File: config.mk
export PLATFORM = sky130hd
export DESIGN_NAME = fgd_mask_gen
export DESIGN_NICKNAME = d
export VERILOG_FILES = /design/src/rtl/fgd_pkg.sv /design/src/rtl/fgd_chan_diff.sv /design/src/rtl/fgd_mask_gen.sv
export SDC_FILE = /design/constraint.sdc
export NUM_CORES = 1
export LEC_CHECK = 0
export CORE_ASPECT_RATIO = 1.1
export CORE_MARGIN = 2
export CORE_UTILIZATION = 46
export DETAILED_ROUTE_END_ITERATION = 7
export PLACE_DENSITY = 0.7
export SETUP_SLACK_MARGIN = 0.02
export SLEW_MARGIN = 30
export SYNTH_ARGS = -nofsm -noshare
export SYNTH_HDL_FRONTEND = slang
export SYNTH_SLANG_ARGS = --single-unit
export TNS_END_PERCENT = 50
File: constraint.sdc
create_clock -name clk_pixl -period 3.4 [get_ports clk_pixl]
set_input_delay 0.68 -clock clk_pixl [delete_from_list [all_inputs] [get_ports clk_pixl]]
set_output_delay 0.68 -clock clk_pixl [all_outputs]
set_load 0.01 [all_outputs]
File: src/rtl/fgd_pkg.sv
// fgd_pkg: shared types and constants for the foreground mask generator.
package fgd_pkg;

  typedef enum logic [0:0] {
    WAIT_SOF = 1'b0,
    RUN      = 1'b1
  } fgd_state_e;

  localparam int PIX_W       = 6;
  localparam int FD2_W       = 14;
  localparam int CNT_W       = 19;
  localparam int AMB_W       = 8;
  localparam int THR_W       = 32;
  localparam int COORD_W     = 10;
  localparam int DEF_FRAME_W = 640;
  localparam int DEF_FRAME_H = 480;

  // 5-bit R/B components are brought onto the 6-bit G scale
  function automatic logic [PIX_W-1:0] widen5(input logic [PIX_W-2:0] v);
    return {v, 1'b0};
  endfunction

endpackage

File: src/rtl/fgd_chan_diff.sv
// fgd_chan_diff: one colour channel, |DVI - CCD| minus the ambient shift,
// saturating at zero, registered (pipeline stage 2).
module fgd_chan_diff
  import fgd_pkg::*;
(
  input  logic             clk_pixl,
  input  logic             reset,
  input  logic [PIX_W-1:0] dvi,
  input  logic [PIX_W-1:0] ccd,
  input  logic [AMB_W-1:0] shift,
  output logic [PIX_W-1:0] cdel
);

  logic [PIX_W-1:0] del_s;
  logic [PIX_W-1:0] amb_s;
  logic [PIX_W-1:0] cdel_s;
  // shift is x4 scaled; its two fraction bits are intentionally discarded
  logic             unused_frac_s;

  assign unused_frac_s = ^shift[1:0];

  // Absolute difference, then ambient compensation clamped at zero
  always_comb begin
    del_s  = {PIX_W{1'b0}};
    amb_s  = shift[AMB_W-1:2];
    cdel_s = {PIX_W{1'b0}};
    if (dvi >= ccd) begin
      del_s = dvi - ccd;
    end else begin
      del_s = ccd - dvi;
    end
    if (del_s > amb_s) begin
      cdel_s = del_s - amb_s;
    end else begin
      cdel_s = {PIX_W{1'b0}};
    end
  end

  // Stage-2 register of the compensated difference
  always_ff @(posedge clk_pixl or negedge reset) begin
    if (!reset) begin
      cdel <= {PIX_W{1'b0}};
    end else begin
      cdel <= cdel_s;
    end
  end

endmodule

File: src/rtl/fgd_mask_gen.sv
// fgd_mask_gen: per-pixel foreground mask from ambient-compensated FD^2.
// Optional frame hit counter is built only when FGD_HITCNT_EN is defined;
// otherwise hit_cnt_o and frame_done_o are tied to zero.
module fgd_mask_gen
  import fgd_pkg::*;
#(
  parameter int FRAME_W = DEF_FRAME_W,
  parameter int FRAME_H = DEF_FRAME_H
) (
  input  logic               clk_pixl,
  input  logic               reset,
  input  logic               valid_i,
  input  logic [COORD_W-1:0] syncX_i,
  input  logic [COORD_W-1:0] syncY_i,
  input  logic [PIX_W-2:0]   DVI_R_i,
  input  logic [PIX_W-1:0]   DVI_G_i,
  input  logic [PIX_W-2:0]   DVI_B_i,
  input  logic [PIX_W-2:0]   CCD_R_i,
  input  logic [PIX_W-1:0]   CCD_G_i,
  input  logic [PIX_W-2:0]   CCD_B_i,
  input  logic [AMB_W-1:0]   AMB_SHIFT_R_i,
  input  logic [AMB_W-1:0]   AMB_SHIFT_G_i,
  input  logic [AMB_W-1:0]   AMB_SHIFT_B_i,
  input  logic [THR_W-1:0]   thresh_i,
  output logic               valid_o,
  output logic [COORD_W-1:0] syncX_o,
  output logic [COORD_W-1:0] syncY_o,
  output logic               mask_o,
  output logic [FD2_W-1:0]   fd2_o,
  output logic [CNT_W-1:0]   hit_cnt_o,
  output logic               frame_done_o,
  output logic               err_o
);

  localparam logic [COORD_W-1:0] LAST_X = COORD_W'(FRAME_W - 1);
  localparam logic [COORD_W-1:0] LAST_Y = COORD_W'(FRAME_H - 1);
  localparam logic [COORD_W-1:0] ZERO_C = {COORD_W{1'b0}};

  fgd_state_e state_r, state_nxt_s;
  logic oor_s, sof_s, accept_s, latch_s;

  logic [AMB_W-1:0] amb_red_r, amb_grn_r, amb_blu_r;
  logic [THR_W-1:0] thr_sh_r;

  logic               s1_valid_r, s2_valid_r, s3_valid_r, s4_valid_r;
  logic [COORD_W-1:0] s1_x_r, s2_x_r, s3_x_r, s4_x_r;
  logic [COORD_W-1:0] s1_y_r, s2_y_r, s3_y_r, s4_y_r;
  logic [THR_W-1:0]   s1_thr_r, s2_thr_r, s3_thr_r, s4_thr_r;
  logic [PIX_W-1:0]   s1_dvi_red_r, s1_dvi_grn_r, s1_dvi_blu_r;
  logic [PIX_W-1:0]   s1_ccd_red_r, s1_ccd_grn_r, s1_ccd_blu_r;
  logic [PIX_W-1:0]   cdel_red_s, cdel_grn_s, cdel_blu_s;
  logic [2*PIX_W-1:0] sq_red_r, sq_grn_r, sq_blu_r;
  logic [FD2_W-1:0]   s4_sum_r;
  logic               mask_s;

  // Pixel classification and frame-sync FSM next state
  always_comb begin
    oor_s       = 1'b0;
    sof_s       = 1'b0;
    accept_s    = 1'b0;
    state_nxt_s = state_r;
    if (valid_i) begin
      oor_s = (syncX_i > LAST_X) || (syncY_i > LAST_Y);
      sof_s = (syncX_i == ZERO_C) && (syncY_i == ZERO_C);
    end else begin
      oor_s = 1'b0;
      sof_s = 1'b0;
    end
    case (state_r)
      WAIT_SOF: begin
        if (oor_s) begin
          state_nxt_s = WAIT_SOF;
        end else if (sof_s) begin
          state_nxt_s = RUN;
          accept_s    = 1'b1;
        end else begin
          state_nxt_s = WAIT_SOF;
        end
      end
      RUN: begin
        if (oor_s) begin
          state_nxt_s = WAIT_SOF;
        end else begin
          state_nxt_s = RUN;
          accept_s    = valid_i;
        end
      end
      default: state_nxt_s = WAIT_SOF;
    endcase
  end

  assign latch_s = accept_s & sof_s;

  // FSM state register
  always_ff @(posedge clk_pixl or negedge reset) begin
    if (!reset) state_r <= WAIT_SOF;
    else        state_r <= state_nxt_s;
  end

  // Sticky out-of-range flag
  always_ff @(posedge clk_pixl or negedge reset) begin
    if (!reset)     err_o <= 1'b0;
    else if (oor_s) err_o <= 1'b1;
    else            err_o <= err_o;
  end

  // Per-frame shadow of the threshold-stage parameters, taken at frame start
  always_ff @(posedge clk_pixl or negedge reset) begin
    if (!reset) begin
      amb_red_r <= {AMB_W{1'b0}};
      amb_grn_r <= {AMB_W{1'b0}};
      amb_blu_r <= {AMB_W{1'b0}};
      thr_sh_r  <= {THR_W{1'b0}};
    end else if (latch_s) begin
      amb_red_r <= AMB_SHIFT_R_i;
      amb_grn_r <= AMB_SHIFT_G_i;
      amb_blu_r <= AMB_SHIFT_B_i;
      thr_sh_r  <= thresh_i;
    end else begin
      thr_sh_r  <= thr_sh_r;
    end
  end

  // Stage 1: input register; the threshold travels with its pixel so a
  // new frame's threshold never applies to the previous frame's tail
  always_ff @(posedge clk_pixl or negedge reset) begin
    if (!reset) begin
      s1_valid_r   <= 1'b0;
      s1_x_r       <= ZERO_C;
      s1_y_r       <= ZERO_C;
      s1_thr_r     <= {THR_W{1'b0}};
      s1_dvi_red_r <= {PIX_W{1'b0}};
      s1_dvi_grn_r <= {PIX_W{1'b0}};
      s1_dvi_blu_r <= {PIX_W{1'b0}};
      s1_ccd_red_r <= {PIX_W{1'b0}};
      s1_ccd_grn_r <= {PIX_W{1'b0}};
      s1_ccd_blu_r <= {PIX_W{1'b0}};
    end else begin
      s1_valid_r   <= accept_s;
      s1_x_r       <= syncX_i;
      s1_y_r       <= syncY_i;
      s1_thr_r     <= latch_s ? thresh_i : thr_sh_r;
      s1_dvi_red_r <= widen5(DVI_R_i);
      s1_dvi_grn_r <= DVI_G_i;
      s1_dvi_blu_r <= widen5(DVI_B_i);
      s1_ccd_red_r <= widen5(CCD_R_i);
      s1_ccd_grn_r <= CCD_G_i;
      s1_ccd_blu_r <= widen5(CCD_B_i);
    end
  end

  fgd_chan_diff u_diff_red (.clk_pixl(clk_pixl), .reset(reset), .dvi(s1_dvi_red_r),
                            .ccd(s1_ccd_red_r), .shift(amb_red_r), .cdel(cdel_red_s));
  fgd_chan_diff u_diff_grn (.clk_pixl(clk_pixl), .reset(reset), .dvi(s1_dvi_grn_r),
                            .ccd(s1_ccd_grn_r), .shift(amb_grn_r), .cdel(cdel_grn_s));
  fgd_chan_diff u_diff_blu (.clk_pixl(clk_pixl), .reset(reset), .dvi(s1_dvi_blu_r),
                            .ccd(s1_ccd_blu_r), .shift(amb_blu_r), .cdel(cdel_blu_s));

  // Stages 2-4: sideband alignment, squares, and FD^2 sum
  always_ff @(posedge clk_pixl or negedge reset) begin
    if (!reset) begin
      {s2_valid_r, s3_valid_r, s4_valid_r} <= 3'b000;
      {s2_x_r, s3_x_r, s4_x_r}             <= {3{ZERO_C}};
      {s2_y_r, s3_y_r, s4_y_r}             <= {3{ZERO_C}};
      {s2_thr_r, s3_thr_r, s4_thr_r}       <= {3{{THR_W{1'b0}}}};
      sq_red_r                             <= {2*PIX_W{1'b0}};
      sq_grn_r                             <= {2*PIX_W{1'b0}};
      sq_blu_r                             <= {2*PIX_W{1'b0}};
      s4_sum_r                             <= {FD2_W{1'b0}};
    end else begin
      {s2_valid_r, s3_valid_r, s4_valid_r} <= {s1_valid_r, s2_valid_r, s3_valid_r};
      {s2_x_r, s3_x_r, s4_x_r}             <= {s1_x_r, s2_x_r, s3_x_r};
      {s2_y_r, s3_y_r, s4_y_r}             <= {s1_y_r, s2_y_r, s3_y_r};
      {s2_thr_r, s3_thr_r, s4_thr_r}       <= {s1_thr_r, s2_thr_r, s3_thr_r};
      sq_red_r <= {{PIX_W{1'b0}}, cdel_red_s} * {{PIX_W{1'b0}}, cdel_red_s};
      sq_grn_r <= {{PIX_W{1'b0}}, cdel_grn_s} * {{PIX_W{1'b0}}, cdel_grn_s};
      sq_blu_r <= {{PIX_W{1'b0}}, cdel_blu_s} * {{PIX_W{1'b0}}, cdel_blu_s};
      s4_sum_r <= {{(FD2_W-2*PIX_W){1'b0}}, sq_red_r}
                + {{(FD2_W-2*PIX_W){1'b0}}, sq_grn_r}
                + {{(FD2_W-2*PIX_W){1'b0}}, sq_blu_r};
    end
  end

  // Unsigned 32-bit threshold compare
  always_comb begin
    mask_s = 1'b0;
    if ({{(THR_W-FD2_W){1'b0}}, s4_sum_r} > s4_thr_r) mask_s = 1'b1;
    else                                              mask_s = 1'b0;
  end

  // Output registers; data holds across bubbles
  always_ff @(posedge clk_pixl or negedge reset) begin
    if (!reset) begin
      valid_o <= 1'b0;
      syncX_o <= ZERO_C;
      syncY_o <= ZERO_C;
      mask_o  <= 1'b0;
      fd2_o   <= {FD2_W{1'b0}};
    end else begin
      valid_o <= s4_valid_r;
      if (s4_valid_r) begin
        syncX_o <= s4_x_r;
        syncY_o <= s4_y_r;
        mask_o  <= mask_s;
        fd2_o   <= s4_sum_r;
      end else begin
        mask_o  <= mask_o;
      end
    end
  end

`ifdef FGD_HITCNT_EN
  logic [CNT_W-1:0] acc_r;
  logic [CNT_W-1:0] mask_ext_s;

  assign mask_ext_s = {{(CNT_W-1){1'b0}}, mask_s};

  // Frame hit accumulator; restarting at each output (0,0) discards any
  // partial count left by a frame aborted on an out-of-range pixel
  always_ff @(posedge clk_pixl or negedge reset) begin
    if (!reset) begin
      acc_r        <= {CNT_W{1'b0}};
      hit_cnt_o    <= {CNT_W{1'b0}};
      frame_done_o <= 1'b0;
    end else begin
      frame_done_o <= 1'b0;
      if (s4_valid_r) begin
        if ((s4_x_r == LAST_X) && (s4_y_r == LAST_Y)) begin
          hit_cnt_o    <= acc_r + mask_ext_s;
          acc_r        <= {CNT_W{1'b0}};
          frame_done_o <= 1'b1;
        end else if ((s4_x_r == ZERO_C) && (s4_y_r == ZERO_C)) begin
          acc_r <= mask_ext_s;
        end else begin
          acc_r <= acc_r + mask_ext_s;
        end
      end else begin
        acc_r <= acc_r;
      end
    end
  end
`else
  assign hit_cnt_o    = {CNT_W{1'b0}};
  assign frame_done_o = 1'b0;
`endif

endmodule

==> out/metrics.csv <==
stage;metric;value;unit
detailed_routing;first drt pass iteration count;4;
detailed_routing;vias per cell;4.76;
critical_path;R2R setup slack;0.005;ns
power;total power;9.24;mW
sta;Period minus WS final;3.39;ns
placement;Port Buf Inserts;141;
finish;Filler cells;2718;
detailed_routing;DRC violations left;0;
yosys;Top FF cell, synth;dfrtp_1;
critical_path;launch point of the worst reg-to-reg path;u_diff_blu.cdel[5]$_DFF_PN0_;
critical_path;Worst Setup End Kind;flip-flop;
detailed_routing;via count;8810;
placement;Detail Placement HPWL;18900;microns
global_route;pin count of the biggest net entering global routing;94;
job;# Max-Cap Violations;0;
floorplanning;die height;197;microns
detailed_routing;wire per inst;14.0;microns
sta;Max Transition Viols Final;0;
critical_path;CP Max Fanout;3;
placement;RePlAce Congestion;0.815;
global_route;initial antenna violation count;2;
yosys;#FFs+latches synth;365;
cts;TritonCTS clock tree;yes;
detailed_routing;Starting DRT DRC Count;410;
power;IR Drop Worst-Case VDD;0.000416;V
sta;RSZ-0062 raised after global routing;true;
finish;Nets;1656;
critical_path;Critical Path Max Stage Delay;0.54;ns
yosys;Synth async-reset ratio;1.00;
floorplanning;floorplan die width;180;microns
finish;area of the multi-input gates;5890;sq um
global_route;gr ovfl total;0;
critical_path;worst path required time;3.80;ns
cts;CTS Sinks;365;
critical_path;crit-path most repeated cell;fa_1;
critical_path;CP max stage cell;fa_1;
finish;register area;9140;sq um
global_route;GRT Overall Usage;0.153;
sta;crit share post-route;0.998;
floorplanning;num rows;70;
yosys;synth top area cells;dfrtp_1 59%, ha_1 9.0%, fa_1 5.8%;
finish;most frequent cells in the layout;364 x dfrtp_1, 140 x clkdlybuf4s50_1, 135 x inv_1;
cts;Clock Path Buffers;3;
finish;Layout area overhead;22.2;%
floorplanning;area of the die;35400;sq um
worst_hold_path;HP Class;input pin to asynchronous set/reset pin;
critical_path;critical path type;flip-flop to flip-flop;
yosys;area share of the largest cell type after synthesis;0.585;
cts;Root Buffer;clkbuf_16;
yosys;area leader, netlist;dfrtp_1;
sta;Fmax;295;MHz
sta;max_slew headroom;0.328;
floorplanning;total core area;33400;sq um
global_route;vias in the first global route;9324;
cts;CTS Buf Count;38;
yosys;sequential-to-total area share from yosys stat;0.585;
global_route;first-pass GRT wire length;44400;microns
sta;Setup violations, final;0;
finish;commonest non-fill, non-tap cell in the layout;dfrtp_1;
critical_path;reg2reg end;sq_blu_r[10]$_DFF_PN0_;
critical_path;worst r2r path cells;12;
power;PD cells;484;nW/um^2
yosys;mapped cell area;15600;sq um
detailed_routing;Detailed Route WL;26000;microns
sta;Worst-Margin Slew;0.983;ns
floorplanning;# IOs;168;
finish;share of post-route cells with drive strength above 1;0.139;
cts;worst-skew pair later-pin latency;0.53;ns
critical_path;Buf+Inv Stages, Crit Path;2;
placement;post-place setup slack;-0.0829;ns
yosys;Synth cell types;55;
yosys;warning count from the yosys run;0;
floorplanning;initial core utilization;0.468;
critical_path;delay-heaviest family, CP;adder cells;
yosys;EDFF count, synth;0;
critical_path;CP cell instances;and2_4 -> fa_1 -> inv_2 -> fa_1 -> fa_1 -> inv_2 -> ha_4 -> and3b_1 -> o211ai_1 -> a21boi_1 -> nor4_1 -> a311o_1;
power;Leak;9.68;nW
yosys;Mapped Cells;1186;
sta;slack of the critical path;0.00538;ns
cts;H-tree lvl count;2;
critical_path;critical path arrival;3.79;ns
yosys;syn_area_per_cell;13.2;sq um
critical_path;Worst Setup Start Kind;flip-flop;
detailed_routing;post-route ant nets;0;
sta;Fin. Hold Viols;0;
outcome;status;finished clean;
sta;Layout Skew;0.0150;ns
cts;CTS clk-pin slew, worst paths;0.06;ns
-- where the power goes --
group	switching (mW)	internal, mW	total, mW
combinational	0.387	0.360	0.747
sequential	0.0347	4.43	4.46
clock	1.63	2.39	4.03
total	2.06	7.18	9.24
-- state kept, by name, summed over array words and instances (netlist names), 10 cells and up --
register and cells:
s4_y_r 10, syncY_o 10, s1_x_r 10, s2_thr_r 32
s3_x_r 10, sq_grn_r 11, s3_y_r 10, s4_thr_r 32
fd2_o 14, s4_x_r 10, sq_blu_r 11, syncX_o 10
s3_thr_r 32, s1_thr_r 32, s1_y_r 10, s4_sum_r 14
sq_red_r 11, s2_x_r 10, s2_y_r 10
-- synthesized netlist by cell type, types with 22 or more instances --
cell / instances
nor2_1: 35
o21ai_0: 39
dfrtp_1: 365
nor2b_1: 22
xnor2_1: 28
and2_1: 35
a21oi_1: 46
mux2_2: 71
nand2_1: 49
fa_1: 45
xor2_1: 22
inv_1: 139
ha_1: 112
-- per-layer routing --
metal	GRT usage	wire, microns	up-vias
met3	0.0319	1050	37
met2	0.266	13100	147
met4	0.0449	525	0
met1	0.194	11300	4357
met5	0	0	-
li1	-	-	4269
-- per-stage QoR --
step | setup TNS (ns) | area, sq um | utilization | hold WS (ns) | instances
after floorplan | 0 | 15700 | - | 0.331 | 1208
after global placement | -0.0221 | 17700 | 0.530 | 0.332 | 1776
after CTS | -0.00901 | 18900 | 0.568 | 0.174 | 1843
after global routing | -0.470 | 19100 | 0.571 | 0.200 | 1848
final | 0 | 19100 | 0.571 | 0.177 | 1849
after detailed placement | -0.189 | 17700 | 0.530 | 0.335 | 1776
-- cell type report --
cell class,count,area share
Clock buffer,53,0.0565
Multi-Input combinational cell,668,0.309
Sequential cell,365,0.479
Tap cell,432,0.0283
Timing Repair Buffer,176,0.0907
Antenna cell,2,0.000262
Inverter,139,0.0274
Clock inverter,14,0.00899
-- worst register-to-register path: stages (launching register included) --
cell and delay, ns:
dfrtp_1 0.37, and2_4 0.16, fa_1 0.54, inv_2 0.05, fa_1 0.47, fa_1 0.51, inv_2 0.05, ha_4 0.27
and3b_1 0.17, o211ai_1 0.11, a21boi_1 0.20, nor4_1 0.07, a311o_1 0.31
-- worst max path at each step --
stage	from	endpoint	slack [ns]	depth (start not counted)
6_report	u_diff_blu.cdel[5]$_DFF_PN0_	sq_blu_r[10]$_DFF_PN0_	0.005	12
4_1_cts	u_diff_blu.cdel[5]$_DFF_PN0_	sq_blu_r[10]$_DFF_PN0_	-0.009	12
2_1_floorplan	u_diff_blu.cdel[1]$_DFF_PN0_	sq_blu_r[10]$_DFF_PN0_	0.03	12
3_5_place_dp	u_diff_blu.cdel[1]$_DFF_PN0_	sq_blu_r[10]$_DFF_PN0_	-0.08	12
5_1_grt	u_diff_blu.cdel[5]$_DFF_PN0_	sq_blu_r[10]$_DFF_PN0_	-0.12	12
3_3_place_gp	u_diff_blu.cdel[1]$_DFF_PN0_	sq_blu_r[10]$_DFF_PN0_	-0.02	12
-- cells by family after synthesis --
| family | share of synthesized area |
|---|---|
| buffers and inverters | 0.0493 |
| AO/OA/AOI/OAI | 0.0617 |
| other | 0.000240 |
| multiplexers | 0.0609 |
| XOR/XNOR | 0.0281 |
| adder cells (fa/ha/maj) | 0.148 |
| flip-flops | 0.585 |
| AND/OR/NAND/NOR | 0.0670 |
-- timing repair --
action,in CTS,in global routing
hold buffers,0,0
gates resized for setup,3,26
pin swaps,5,14
setup endpoints to repair,9,14
hold endpoints to repair,0,0
buffers inserted,0,4
Note: power is estimated with default switching activity, not from simulation.
